===== config.mk =====
export PLATFORM = sky130hd
export DESIGN_NAME = rr_arbiter4_flat
export DESIGN_NICKNAME = d
export VERILOG_FILES = /design/src/rtl/rr_arbiter4_pkg.sv /design/src/rtl/rr_arbiter4_if.sv /design/src/rtl/rr_arbiter4_pick.sv /design/src/rtl/rr_arbiter4.sv /design/src/flat_wrapper.sv
export SDC_FILE = /design/constraint.sdc
export NUM_CORES = 1
export LEC_CHECK = 0
export ABC_AREA = 1
export CORE_ASPECT_RATIO = 1.1
export CORE_MARGIN = 4
export CORE_UTILIZATION = 47
export CTS_BUF_LIST = sky130_fd_sc_hd__clkbuf_8 sky130_fd_sc_hd__clkbuf_16
export CTS_CLUSTER_DIAMETER = 60
export DETAILED_ROUTE_END_ITERATION = 8
export GPL_TIMING_DRIVEN = 0
export PLACE_DENSITY = 0.74
export REMOVE_ABC_BUFFERS = 1
export SLEW_MARGIN = 30
export SYNTH_ARGS = -nofsm -noshare
export SYNTH_HDL_FRONTEND = slang
export SYNTH_HIERARCHICAL = 1
export SYNTH_SLANG_ARGS = --single-unit

===== constraint.sdc =====
create_clock -name clk -period 2.11 [get_ports clk]
set_clock_uncertainty 0.2 [all_clocks]
set_input_delay 0.5275 -clock clk [delete_from_list [all_inputs] [get_ports clk]]
set_output_delay 0.5275 -clock clk [all_outputs]
set_load 0.01 [all_outputs]

===== src/rtl/rr_arbiter4_pkg.sv =====
// Shared types and constants for the four-way round-robin arbiter.
package arb_pkg;

  localparam int N_REQ = 4;
  localparam int PTR_W = 2;

  typedef enum logic {
    IDLE  = 1'b0,
    GRANT = 1'b1
  } arb_state_t;

  // Index of the set bit in a one-hot vector; 0 for an all-zero vector.
  function automatic logic [PTR_W-1:0] onehot_idx(input logic [N_REQ-1:0] oh);
    logic [PTR_W-1:0] idx;
    idx = '0;
    for (int i = 0; i < N_REQ; i++) begin
      if (oh[i]) idx = PTR_W'(i);
    end
    return idx;
  endfunction

endpackage


===== src/rtl/rr_arbiter4_if.sv =====
// Request/grant bundle between the requesters and the arbiter.
// The timeout pulse exists only when ARB_TIMEOUT_EN is defined.
interface rr_arbiter4_if;
  import arb_pkg::*;

  logic [N_REQ-1:0] req;
  logic             release_i;
  logic [N_REQ-1:0] grant;
  logic             grant_valid;
  logic             busy;
`ifdef ARB_TIMEOUT_EN
  logic             timeout;
`endif

`ifdef ARB_TIMEOUT_EN
  modport master (output req, release_i, input grant, grant_valid, busy, timeout);
  modport slave  (input req, release_i, output grant, grant_valid, busy, timeout);
`else
  modport master (output req, release_i, input grant, grant_valid, busy);
  modport slave  (input req, release_i, output grant, grant_valid, busy);
`endif

endinterface


===== src/rtl/rr_arbiter4_pick.sv =====
// Combinational round-robin pick: rotate so ptr sits at bit 0, take the
// lowest set bit, rotate back. Masked bits are never eligible.
module rr_pick
  import arb_pkg::*;
(
  input  logic [N_REQ-1:0] req,
  input  logic [PTR_W-1:0] ptr,
  input  logic [N_REQ-1:0] mask,
  output logic [N_REQ-1:0] win,
  output logic             any
);

  localparam logic [N_REQ-1:0] ONE = N_REQ'(1);

  logic [N_REQ-1:0]   elig;
  logic [N_REQ-1:0]   rot;
  logic [N_REQ-1:0]   sel;
  logic [2*N_REQ-1:0] dbl_r;
  logic [2*N_REQ-1:0] dbl_l;

  assign elig  = req & ~mask;
  assign any   = |elig;

  // Rotate right by ptr: rot[i] = elig[(i+ptr) mod N].
  assign dbl_r = {elig, elig} >> ptr;
  assign rot   = dbl_r[N_REQ-1:0];

  // Isolate the lowest set bit, i.e. the first requester in search order.
  assign sel   = rot & (~rot + ONE);

  // Rotate back left by ptr.
  assign dbl_l = {sel, sel} << ptr;
  assign win   = dbl_l[2*N_REQ-1:N_REQ];

endmodule


===== src/rtl/rr_arbiter4.sv =====
// Four-requester round-robin arbiter with hold-until-release grants.
// Optional forced release after HOLD_MAX cycles: define ARB_TIMEOUT_EN.
//
// state | meaning
// IDLE  | no owner, grant = 0
// GRANT | one owner, grant one-hot, held until release (or timeout)
module rr_arbiter4 #(
  parameter int N_REQ    = 4,
  parameter int HOLD_MAX = 16
) (
  input logic           clk,
  input logic           rst_n,
  rr_arbiter4_if.slave  bus
);
  import arb_pkg::*;

  localparam logic [PTR_W-1:0] PTR_ONE = PTR_W'(1);

  if (N_REQ != 4 || HOLD_MAX < 2 || HOLD_MAX > 255) begin : g_bad_param
    $error("rr_arbiter4: N_REQ must be 4 and HOLD_MAX in 2..255");
  end

  arb_state_t       state_q, state_d;
  logic [PTR_W-1:0] ptr_q, ptr_d;
  logic [N_REQ-1:0] grant_q, grant_d;
  logic             grant_valid_q;
  logic [PTR_W-1:0] owner;
  logic [PTR_W-1:0] pick_ptr;
  logic [N_REQ-1:0] pick_mask;
  logic [N_REQ-1:0] win;
  logic             any;
  logic             force_rel;
  logic             rel;

  assign owner = onehot_idx(grant_q);

  // During a grant the search starts after the owner and excludes it, so the
  // releasing owner can never win on its own release cycle.
  assign pick_ptr  = (state_q == GRANT) ? owner + PTR_ONE : ptr_q;
  assign pick_mask = (state_q == GRANT) ? grant_q : '0;

  rr_pick u_pick (
    .req  (bus.req),
    .ptr  (pick_ptr),
    .mask (pick_mask),
    .win  (win),
    .any  (any)
  );

`ifdef ARB_TIMEOUT_EN
  localparam logic [7:0] HOLD_LAST = 8'(HOLD_MAX - 1);

  logic [7:0] hold_q, hold_d;
  logic       timeout_q;

  assign force_rel = (state_q == GRANT) && (hold_q == HOLD_LAST);

  // Tenure counter restarts on every new grant, including hand-offs.
  always_comb begin
    hold_d = hold_q;
    if (state_d == GRANT && (state_q == IDLE || rel)) hold_d = '0;
    else if (state_q == GRANT)                         hold_d = hold_q + 8'd1;
  end

  // Counter and timeout pulse registers.
  always_ff @(posedge clk) begin
    if (!rst_n) begin
      hold_q    <= '0;
      timeout_q <= 1'b0;
    end else begin
      hold_q    <= hold_d;
      timeout_q <= force_rel;
    end
  end

  assign bus.timeout = timeout_q;
`else
  assign force_rel = 1'b0;
`endif

  assign rel = bus.release_i | force_rel;

  // Next-state, pointer rotation and next grant.
  always_comb begin
    state_d = state_q;
    ptr_d   = ptr_q;
    grant_d = grant_q;
    case (state_q)
      IDLE: begin
        if (any) begin
          state_d = GRANT;
          grant_d = win;
        end
      end
      GRANT: begin
        if (rel) begin
          ptr_d = pick_ptr;
          if (any) begin
            grant_d = win;
          end else begin
            state_d = IDLE;
            grant_d = '0;
          end
        end
      end
      default: begin
        state_d = IDLE;
        grant_d = '0;
      end
    endcase
  end

  // State, pointer and registered outputs.
  always_ff @(posedge clk) begin
    if (!rst_n) begin
      state_q       <= IDLE;
      ptr_q         <= '0;
      grant_q       <= '0;
      grant_valid_q <= 1'b0;
    end else begin
      state_q       <= state_d;
      ptr_q         <= ptr_d;
      grant_q       <= grant_d;
      grant_valid_q <= |grant_d;
    end
  end

  assign bus.grant       = grant_q;
  assign bus.grant_valid = grant_valid_q;
  assign bus.busy        = (state_q == GRANT);

endmodule


===== src/flat_wrapper.sv =====
// flat-port wrapper written by rule: the top's interface ports become plain ports
module rr_arbiter4_flat import arb_pkg::*;
#(
  parameter int N_REQ    = 4,
  parameter int HOLD_MAX = 16
)
  (clk, rst_n, bus_req, bus_release_i, bus_grant, bus_grant_valid, bus_busy);
  rr_arbiter4_if bus_i ();
  input logic clk;
  input logic rst_n;
  input wire logic [$bits(bus_i.req)-1:0] bus_req;
  input wire logic [$bits(bus_i.release_i)-1:0] bus_release_i;
  output wire logic [$bits(bus_i.grant)-1:0] bus_grant;
  output wire logic [$bits(bus_i.grant_valid)-1:0] bus_grant_valid;
  output wire logic [$bits(bus_i.busy)-1:0] bus_busy;
  assign bus_i.req = bus_req;
  assign bus_i.release_i = bus_release_i;
  assign bus_grant = bus_i.grant;
  assign bus_grant_valid = bus_i.grant_valid;
  assign bus_busy = bus_i.busy;
  rr_arbiter4 #(.N_REQ(N_REQ), .HOLD_MAX(HOLD_MAX)) u_core (.clk(clk), .rst_n(rst_n), .bus(bus_i));
endmodule

---- After elaboration in Yosys (flattened, before gate mapping) ----
Index checks and enable logic that the tools add are counted.
operators by class
  reduce and logical (&&, ||, !) cells .... 3
  mux-type cells .......................... 12
  magnitude comparators ................... 0
  equality and inequality tests ........... 0
  divide/modulo/power cells ............... 0
  shift operators ......................... 2
  bitwise logic cells ..................... 5
  $add $sub $neg .......................... 2
  $mul .................................... 0
operator list
  operator                                                       count
  4-bit 2-to-1 mux                                               4
  4-bit AND                                                      2
  4-bit NOT                                                      2
  4-bit case mux with 2 select lines                             1
  4-bit OR reduction                                             2
  8-bit by 2-bit << shifter with 8-bit output                    1
  8-bit by 2-bit >> shifter with 4-bit output                    1
  2-bit 2-to-1 mux                                               3
  4-bit by 1-bit adder with 4-bit output, second input constant  1
  1-bit 2-to-1 mux                                               3
  2-bit by 1-bit adder with 2-bit output, second input constant  1
  1-bit case mux with 2 select lines                             1
  2-bit AND reduction                                            1
  1-bit NOT                                                      1
storage, ports and cells
  output and inout port bits .............. 6
  RAM bits ................................ 0
  register bits after elaboration ......... 8
  bits in latches ......................... 0
  memories kept ........................... 0
  logic and storage cells ................. 28
  bits in read-only memories .............. 0

---- Logic depth before layout (Yosys ltp) ----
  depth in word-level cells ............... 14
  gate-level depth with buffers ........... 21
  mapped depth without buffers ............ 19

---- By module ----
Netlist, hierarchy kept.
modules (own cells, without submodules)
  module       seq. area each (um^2)  cells each  instances  area each (um^2)
  rr_arbiter4  160.2                  79          1          473.0
  rr_pick      0.0                    61          1          350.3

---- Least setup slack after synthesis ----
Ideal clock, no wire load.
  path kind ............................... register to register
  start ................................... register u_core.state_q, in the netlist u_core/bus.busy
  end ..................................... register u_core.grant_valid_q, in the netlist u_core/bus.grant_valid
  arrival time ............................ 1.959 ns
  cell stages (with the launch flop) ...... 20
  slack ................................... -0.168 ns
  buffers on the path ..................... 2
  cell sequence ........................... dfxtp_1 buf_6 inv_2 nor2_1 o21ai_0 nand2_1 buf_6 nand3_1 nand3_2 nand2_4 nand3_1 nand2_1 nand3_1 nand2_1 nand2_1 nor2_2 nor2_2 nand2_1 nor2_2 a21oi_2
on the way
  elaborated cells on any way between the ends .. 16
  those cells by class .................... 1 x add/sub; 2 x shift; 6 x mux; 5 x bitwise; 2 x reduce/logical
RTL lines
  what                                           line                    RTL
  from (decl)                                    rr_arbiter4.sv:23       arb_state_t state_q, state_d;
  from (signal assigned)                         rr_arbiter4.sv:121      state_q <= state_d;
  2-bit 2-to-1 mux *                             rr_arbiter4.sv:39       assign pick_ptr = (state_q == GRANT) ? owner + PTR_ONE : ptr_q;
  net u_core.pick_ptr[0]                         rr_arbiter4.sv:28       logic [PTR_W-1:0] pick_ptr;
  8-bit by 2-bit >> shifter with 4-bit output    rr_arbiter4_pick.sv:25  assign dbl_r = {elig, elig} >> ptr;
  4-bit NOT                                      rr_arbiter4_pick.sv:29  assign sel = rot & (~rot + ONE);
  4-bit by 1-bit adder with 4-bit output         rr_arbiter4_pick.sv:29
  4-bit AND                                      rr_arbiter4_pick.sv:29
  8-bit by 2-bit << shifter with 8-bit output *  rr_arbiter4_pick.sv:32  assign dbl_l = {sel, sel} << ptr;
  net u_core.win[2]                              rr_arbiter4.sv:30       logic [N_REQ-1:0] win;
  4-bit 2-to-1 mux                               rr_arbiter4.sv:98       if (any) begin
  4-bit 2-to-1 mux                               rr_arbiter4.sv:96       if (rel) begin
  4-bit case mux with 2 select lines *           rr_arbiter4.sv:88       case (state_q)
  4-bit OR reduction *                           rr_arbiter4.sv:124      grant_valid_q <= |grant_d;
  to (signal assigned)                           rr_arbiter4.sv:124
  to (decl)                                      rr_arbiter4.sv:26       logic grant_valid_q;
Mark *: on every way through the listed nets, which the timed path passes. The rest lies on a longest branch.
A chain may end at the register's enable or synchronous reset.

---- Worst setup path in the final report ----
Same ends and word-level chain as after synthesis.

==> summary.md <==
| Metric | Value |
|---|---|
| CP Cell Sequence | inv_6 -> nor2_4 -> o21ai_4 -> nand2_4 -> inv_8 -> nand3_4 -> nand3_2 -> nand2_4 -> inv_2 -> nand2_1 -> nand2_1 -> nand3_1 -> nand2_1 -> nand2_2 -> nor2_2 -> nor2_2 -> nand2_1 -> nor2_2 -> a21oi_2 |
| CP Max Fanout | 6 |
| FF-to-FF setup slack | -0.15 ns |
| GP Congestion | 0.8276 |
| Most frequent cells in the layout | 45 x nand2_1, 14 x buf_4, 10 x nand2_2, 10 x inv_1 |
| Critical path capture point type | flip-flop |
| Row cnt | 15 |
| Leakage | 0.6155 nW |
| Synth area leaders | nand2_1 25%, dfxtp_1 19%, nand3_1 10%, nand3_2 7.3%, inv_1 5.5% |
| Die area | 2486 µm² |
| Worst-path clk slew | 0.04 ns |
| Starting Density | 51.01% |
| CP top delay family | simple AND/OR/NAND/NOR gates |
| Final HPWL DP | 1.415 mm |
| Max Cap Viol | 0 |
| Area Growth Syn to Fin | 51.06% |
| Slew HR | 70.74% |
| Peak supply drop | 612.6 µV |
| Synth Area per Inst | 5.881 µm² |
| Slew @ Worst Pin | 0.4376 ns |
| TritonCTS Sinks | 8 |
| Share of cells above drive strength 1 | 43.98% |
| Worst-Skew Late Latency | 0.23 ns |
| H-tree depth | 1 |
| PD cells | 1028 nW/µm² |
| CTS tree | done |
| Design Area, Final | 1244 µm² |
| Tcrit/Tclk final | 107.0% |
| ANT nets after route | 0 |
| Wirelength per Cell | 13.52 µm |
| R2R depth | 19 |
| Ports | 13 |
| Seq cells post-synth | 8 |
| Congestion Overflow GR | 0 |
| Root Buffer | clkbuf_8 |
| Port Buffer Count | 12 |
| Final setup viols | 4 |
| Largest net degree at the start of global routing | 10 |
| Data arrival, critical path | 2.17 ns |
| Startpoint Class | flip-flop |
| Top-area cell type share of the netlist area | 24.62% |
| Die Ht | 51.90 µm |
| Final min period | 2.258 ns |
| # DRC | 0 |
| TritonCTS buffer count | 3 |
| Post-synth cell types | 20 |
| Max Transition Viols Final | 0 |
| Via density per instance | 5.415 |
| Total GRT Usage | 19.95% |
| Commonest non-fill, non-tap cell in the layout | nand2_1 |
| Buf/Inv on CP | 3 |
| Die W | 47.91 µm |
| Initial antenna violation count | 0 |
| Gate Count Post-Synth | 140 |
| Post-route setup slack | -0.1485 ns |
| Status | finished with violations |
| Synth warnings | 6 |
| Synthesized area | 823.3 µm² |
| FF-to-FF Start | u_core/bus.busy$_SDFF_PN0_ |
| Maximum clock frequency | 442.8 MHz |
| Most used cell, CP | nand2_1 |
| Critical path's largest stage delay | 0.36 ns |
| Failing checks | negative setup slack |
| Filler cells | 119 |
| Beginning of the worst hold path | u_core/ptr_q[1]$_SDFFE_PN0P_ |
| Setup CP Type | flip-flop to flip-flop |
| Final wirelength | 2.475 mm |
| Cell Area, Placed | 923.4 µm² |
| DR iter-0 viols | 27 |
| R2r endpoint | u_core/bus.grant_valid$_SDFF_PN0_ |
| Post-layout util | 77.05% |
| Register area share after synthesis | 19.45% |
| Hold Vio Cnt, Final | 0 |
| Vias in the first global route | 856 |
| CP Data Required Time | 2.03 ns |
| Core area | 1614 µm² |
| Worst hold path depth | 2 |
| Hold EP | u_core/ptr_q[1]$_SDFFE_PN0P_ |
| DR vias | 991 |
| Drt first pass iters | 5 |
| First-pass GRT wire length | 3.491 mm |
| N_diodes | 0 |
| Unrepaired setup endpoints after global routing | yes |
| Cell taking the most area after synthesis | nand2_1 |
| Nets | 175 |
| Slowest CP cell | dfxtp_4 |
| Hold Crit Class | flip-flop to flip-flop |
| Clock buffer depth | 2 |
layer usage:
metal	global-route usage [%]	vias to the layer above	wire [µm]
li1	-	498	-
met1	22.80	455	966
met2	31.94	30	1360
met3	3.806	8	74
met4	13.45	0	73
met5	0	-	0
registers in the layout (all words and copies together) (netlist names):
| name | cells |
|---|---|
| u_core/bus.grant | 4 |
| u_core/bus.grant_valid | 1 |
| u_core/bus.busy | 1 |
| u_core/ptr_q | 2 |
where the power goes:
group / total [mW] / internal (mW) / switching, mW
Sequential: 0.223 / 0.189 / 0.0340
Combinational: 0.870 / 0.364 / 0.506
Clock: 0.185 / 0.124 / 0.0618
repair_timing:
| item | in CTS | in global routing |
|---|---|---|
| setup endpoints to repair | 6 | 5 |
| setup buffers | 8 | 7 |
| resized for setup | 33 | 21 |
| pin swaps | 11 | 12 |
| hold buffers | 0 | 0 |
kinds of logic after synthesis:
family | count (synthesis) | share of synthesized area (%)
buffers and inverters | 23 | 14.29
AND/OR/NAND/NOR | 93 | 55.17
AO/OA/AOI/OAI | 16 | 11.09
flip-flops | 8 | 19.45
cell type report:
type	count	area, µm²	share of cell area [%]
inverters	19	88.84	7.143
repair buffers	27	231.5	18.61
flip-flops and latches	8	170.2	13.68
clock buffers	3	41.29	3.320
multi-input cells	109	690.7	55.53
well taps	17	21.27	1.710
worst max path at each step:
| stage | from | to | slack [ns] | cells past startpoint |
|---|---|---|---|---|
| floorplan | u_core/bus.busy$_SDFF_PN0_ | u_core/bus.grant_valid$_SDFF_PN0_ | -0.38 | 17 |
| global placement | u_core/bus.busy$_SDFF_PN0_ | u_core/bus.grant_valid$_SDFF_PN0_ | -0.67 | 17 |
| detailed placement | u_core/bus.busy$_SDFF_PN0_ | u_core/bus.grant_valid$_SDFF_PN0_ | -0.70 | 17 |
| CTS | u_core/bus.grant[1]$_SDFF_PN0_ | u_core/bus.grant_valid$_SDFF_PN0_ | -0.04 | 18 |
| global route | u_core/bus.busy$_SDFF_PN0_ | u_core/bus.grant_valid$_SDFF_PN0_ | -0.32 | 18 |
| finish | u_core/bus.busy$_SDFF_PN0_ | u_core/bus.grant_valid$_SDFF_PN0_ | -0.15 | 19 |
metrics by stage:
stage / std cells / setup TNS (ns) / total power [mW] / worst slack [ns] / hold slack, ns
final: 183 / -0.2453 / 1.278 / -0.1485 / 0.3393
after global routing: 183 / -1.073 / 1.371 / -0.3165 / 0.3624
after CTS: 176 / -0.04194 / 1.132 / -0.04194 / 0.3435
after detailed placement: 165 / -2.847 / 0.8174 / -0.7034 / 0.3330
after global placement: 165 / -2.703 / 0.8083 / -0.6748 / 0.3193
after floorplan: 136 / -1.366 / 0.6667 / -0.3772 / 0.3013
worst register-to-register path: stages, from the launching register on:
cell,delay (ns)
dfxtp_4,0.36
inv_6,0.04
nor2_4,0.12
o21ai_4,0.09
nand2_4,0.16
inv_8,0.08
nand3_4,0.09
nand3_2,0.09
nand2_4,0.10
inv_2,0.04
nand2_1,0.04
nand2_1,0.06
nand3_1,0.08
nand2_1,0.07
nand2_2,0.09
nor2_2,0.06
nor2_2,0.12
nand2_1,0.08
nor2_2,0.12
a21oi_2,0.05
cells in the mapped netlist (all sizes together):
| library cell | number |
|---|---|
| nand2 | 59 |
| nand3 | 24 |
| inv | 19 |
| nor2 | 9 |
| a21oi | 8 |
| dfxtp | 8 |
| o21ai | 8 |
| buf | 4 |
| nand4 | 1 |
Note: power is estimated with default switching activity, not from simulation.
==> variant: new RTL, same settings <==
`PTR_W`: 2 -> 3.
--- a/src/rtl/rr_arbiter4_pkg.sv
+++ b/src/rtl/rr_arbiter4_pkg.sv
@@ -3,5 +3,5 @@
 
   localparam int N_REQ = 4;
-  localparam int PTR_W = 2;
+  localparam int PTR_W = 3;
 
   typedef enum logic {
Check against the original RTL: no difference found for any inputs over 10 cycles, from zero or initial values and one cycle with rst_n low; that may be too few to reach the edited logic, so the function may still have changed.
==> variant against the original RTL <==
The run still ends with setup timing left; core utilization down 3.3 points; sequential cell count up 1; synthesized area up 13%; design area up 9.2%; setup slack worse by 0.28 ns; die area up 11%; critical path depth down 1; wire length up 15%; critical path type is now in2reg; critical endpoint unchanged.
Power is not compared: it rests on default switching activity, and its combinational part moved more than twofold at a synthesized area within 25%.
==> variant: results (changes against the original RTL) <==
status finished with violations; failing checks setup timing; RePlAce Congestion 0.8678 (+4.9%); count of buffers from port buffering 12 (unchanged); Detailed Routing Iterations Pass 1 4 (-1); crit-path max FO 4 (-2); sw frac 0.5219; H-tree lvl count 1 (unchanged); Arrival @ worst endpoint 2.45 ns (+0.28 ns); setup TNS -1.671 ns (-1.426 ns); total detailed-routing wirelength 2.852 mm (+15%); Max clock buf depth 2 (unchanged); Post-Place Setup Slack -1.013 ns (-0.3096 ns); placed cell area 0.001035 mm2 (+12%); setup ws final -0.4247 ns (-0.2762 ns); Rel. slew slack 0.7674 (+0.06007); Syn Area/Cell 5.556 um2 (-5.5%); Post-Place Cells 202 (+22%); P_leak 0.6917 nW; CP max-delay cell clkdlybuf4s50_1; ranking of synthesized cells by area nand2_1, dfxtp_1, inv_1, nand3_1, nor2_1; max incr delay on CP 0.49 ns (+0.13 ns); main flop type after synthesis dfxtp_1; first-pass GRT wire length 4.229 mm (+21%); EDFF count, synth 0 (unchanged); peak supply drop 1162 uV; initial antenna violation count 0 (unchanged); largest net degree at the start of global routing 14 (+4); Clock Latency Late Sink 0.23 ns (about the same); final non-filler cell total 222 (+21%); drt initial violations 42 (+56%); Num CTS Buffers 3 (unchanged); Setup-failing EPs final 5 (+1); post-DP HPWL 1.721 mm (+22%); share of cells above drive strength 1 0.3487 (-0.09104); vias in the first global route 992 (+16%); Yosys warnings 6 (unchanged); Tot GR Track Use 0.2010 (+0.001590); Crit path max-delay family simple AND/OR/NAND/NOR gates; Commonest cells post-synth nand2_1, inv_1, nand3_1; sequential area share after synthesis 0.1930 (-0.001499); FFs w/ async S/R, synth 0 (unchanged); Ant. Diodes 0 (unchanged); number of flip-flops in the largest register 4 (unchanged); worst hold path class reg2reg; clock root cell clkbuf_8; Yosys cell types 18 (-10%); vias 1,165 (+18%); clock slew at reported path FFs 0.05 ns
[variant: power groups by stage]
stage | clock [mW] | combinational, mW | sequential, mW
floorplan | 0 | 0.982 | 0.291
global placement | 0 | 1.26 | 0.282
detailed placement | 0 | 1.30 | 0.282
CTS | 0.200 | 1.64 | 0.299
global route | 0.215 | 2.07 | 0.304
finish | 0.195 | 1.93 | 0.294
[variant: path summary, 6_finish.rpt]
check	from	to	slack (ns)	cells after the start
worst min-delay path	u_core/ptr_q[2]	u_core/ptr_q[2]	0.29	2
worst max register to register	u_core/bus.grant[1]	u_core/bus.grant_valid	-0.42	20
worst min register to register	u_core/ptr_q[2]	u_core/ptr_q[2]	0.29	2
worst max-delay path	bus_req[3]	u_core/bus.grant_valid	-0.42	18
[variant: layer usage]
metal  vias up  wire length [um]  track usage
met1       531              1168       0.2346
met4         0                28      0.04036
li1        576                 -            -
met5         -                 0            0
met2        54              1452       0.3848
met3         4               203      0.03815
[variant: final cells by class]
| class | count | area, um2 |
|---|---|---|
| fillers | 141 | 484.2 |
| flip-flops and latches | 9 | 192.7 |
| multi-input cells | 131 | 737.0 |
| repair buffers | 28 | 244.0 |
| clock inverters | 1 | 3.754 |
| inverters | 23 | 105.1 |
| clock buffers | 3 | 41.29 |
| well taps | 27 | 33.78 |
[variant: cells by family (layout without fill, tap and decap cells)]
logic type      Yosys count  count (layout)  synth area share
compound gates           17              17           0.09785
fa+ha+maj                 1               1           0.01340
flops                     9               9            0.1930
buf+inv                  28              55            0.1542
simple gates            113             113            0.5416
[variant: worst min-delay path: stages (launching register included)]
cell     delay, ns
dfxtp_1       0.32
nor2_1        0.05
nor2_1        0.08
[variant: what timing repair did]
action	in CTS	in global routing
hold buffers	0	0
pin swaps	15	29
resized for setup	27	22
setup endpoints to repair	6	5
buffers inserted	11	5
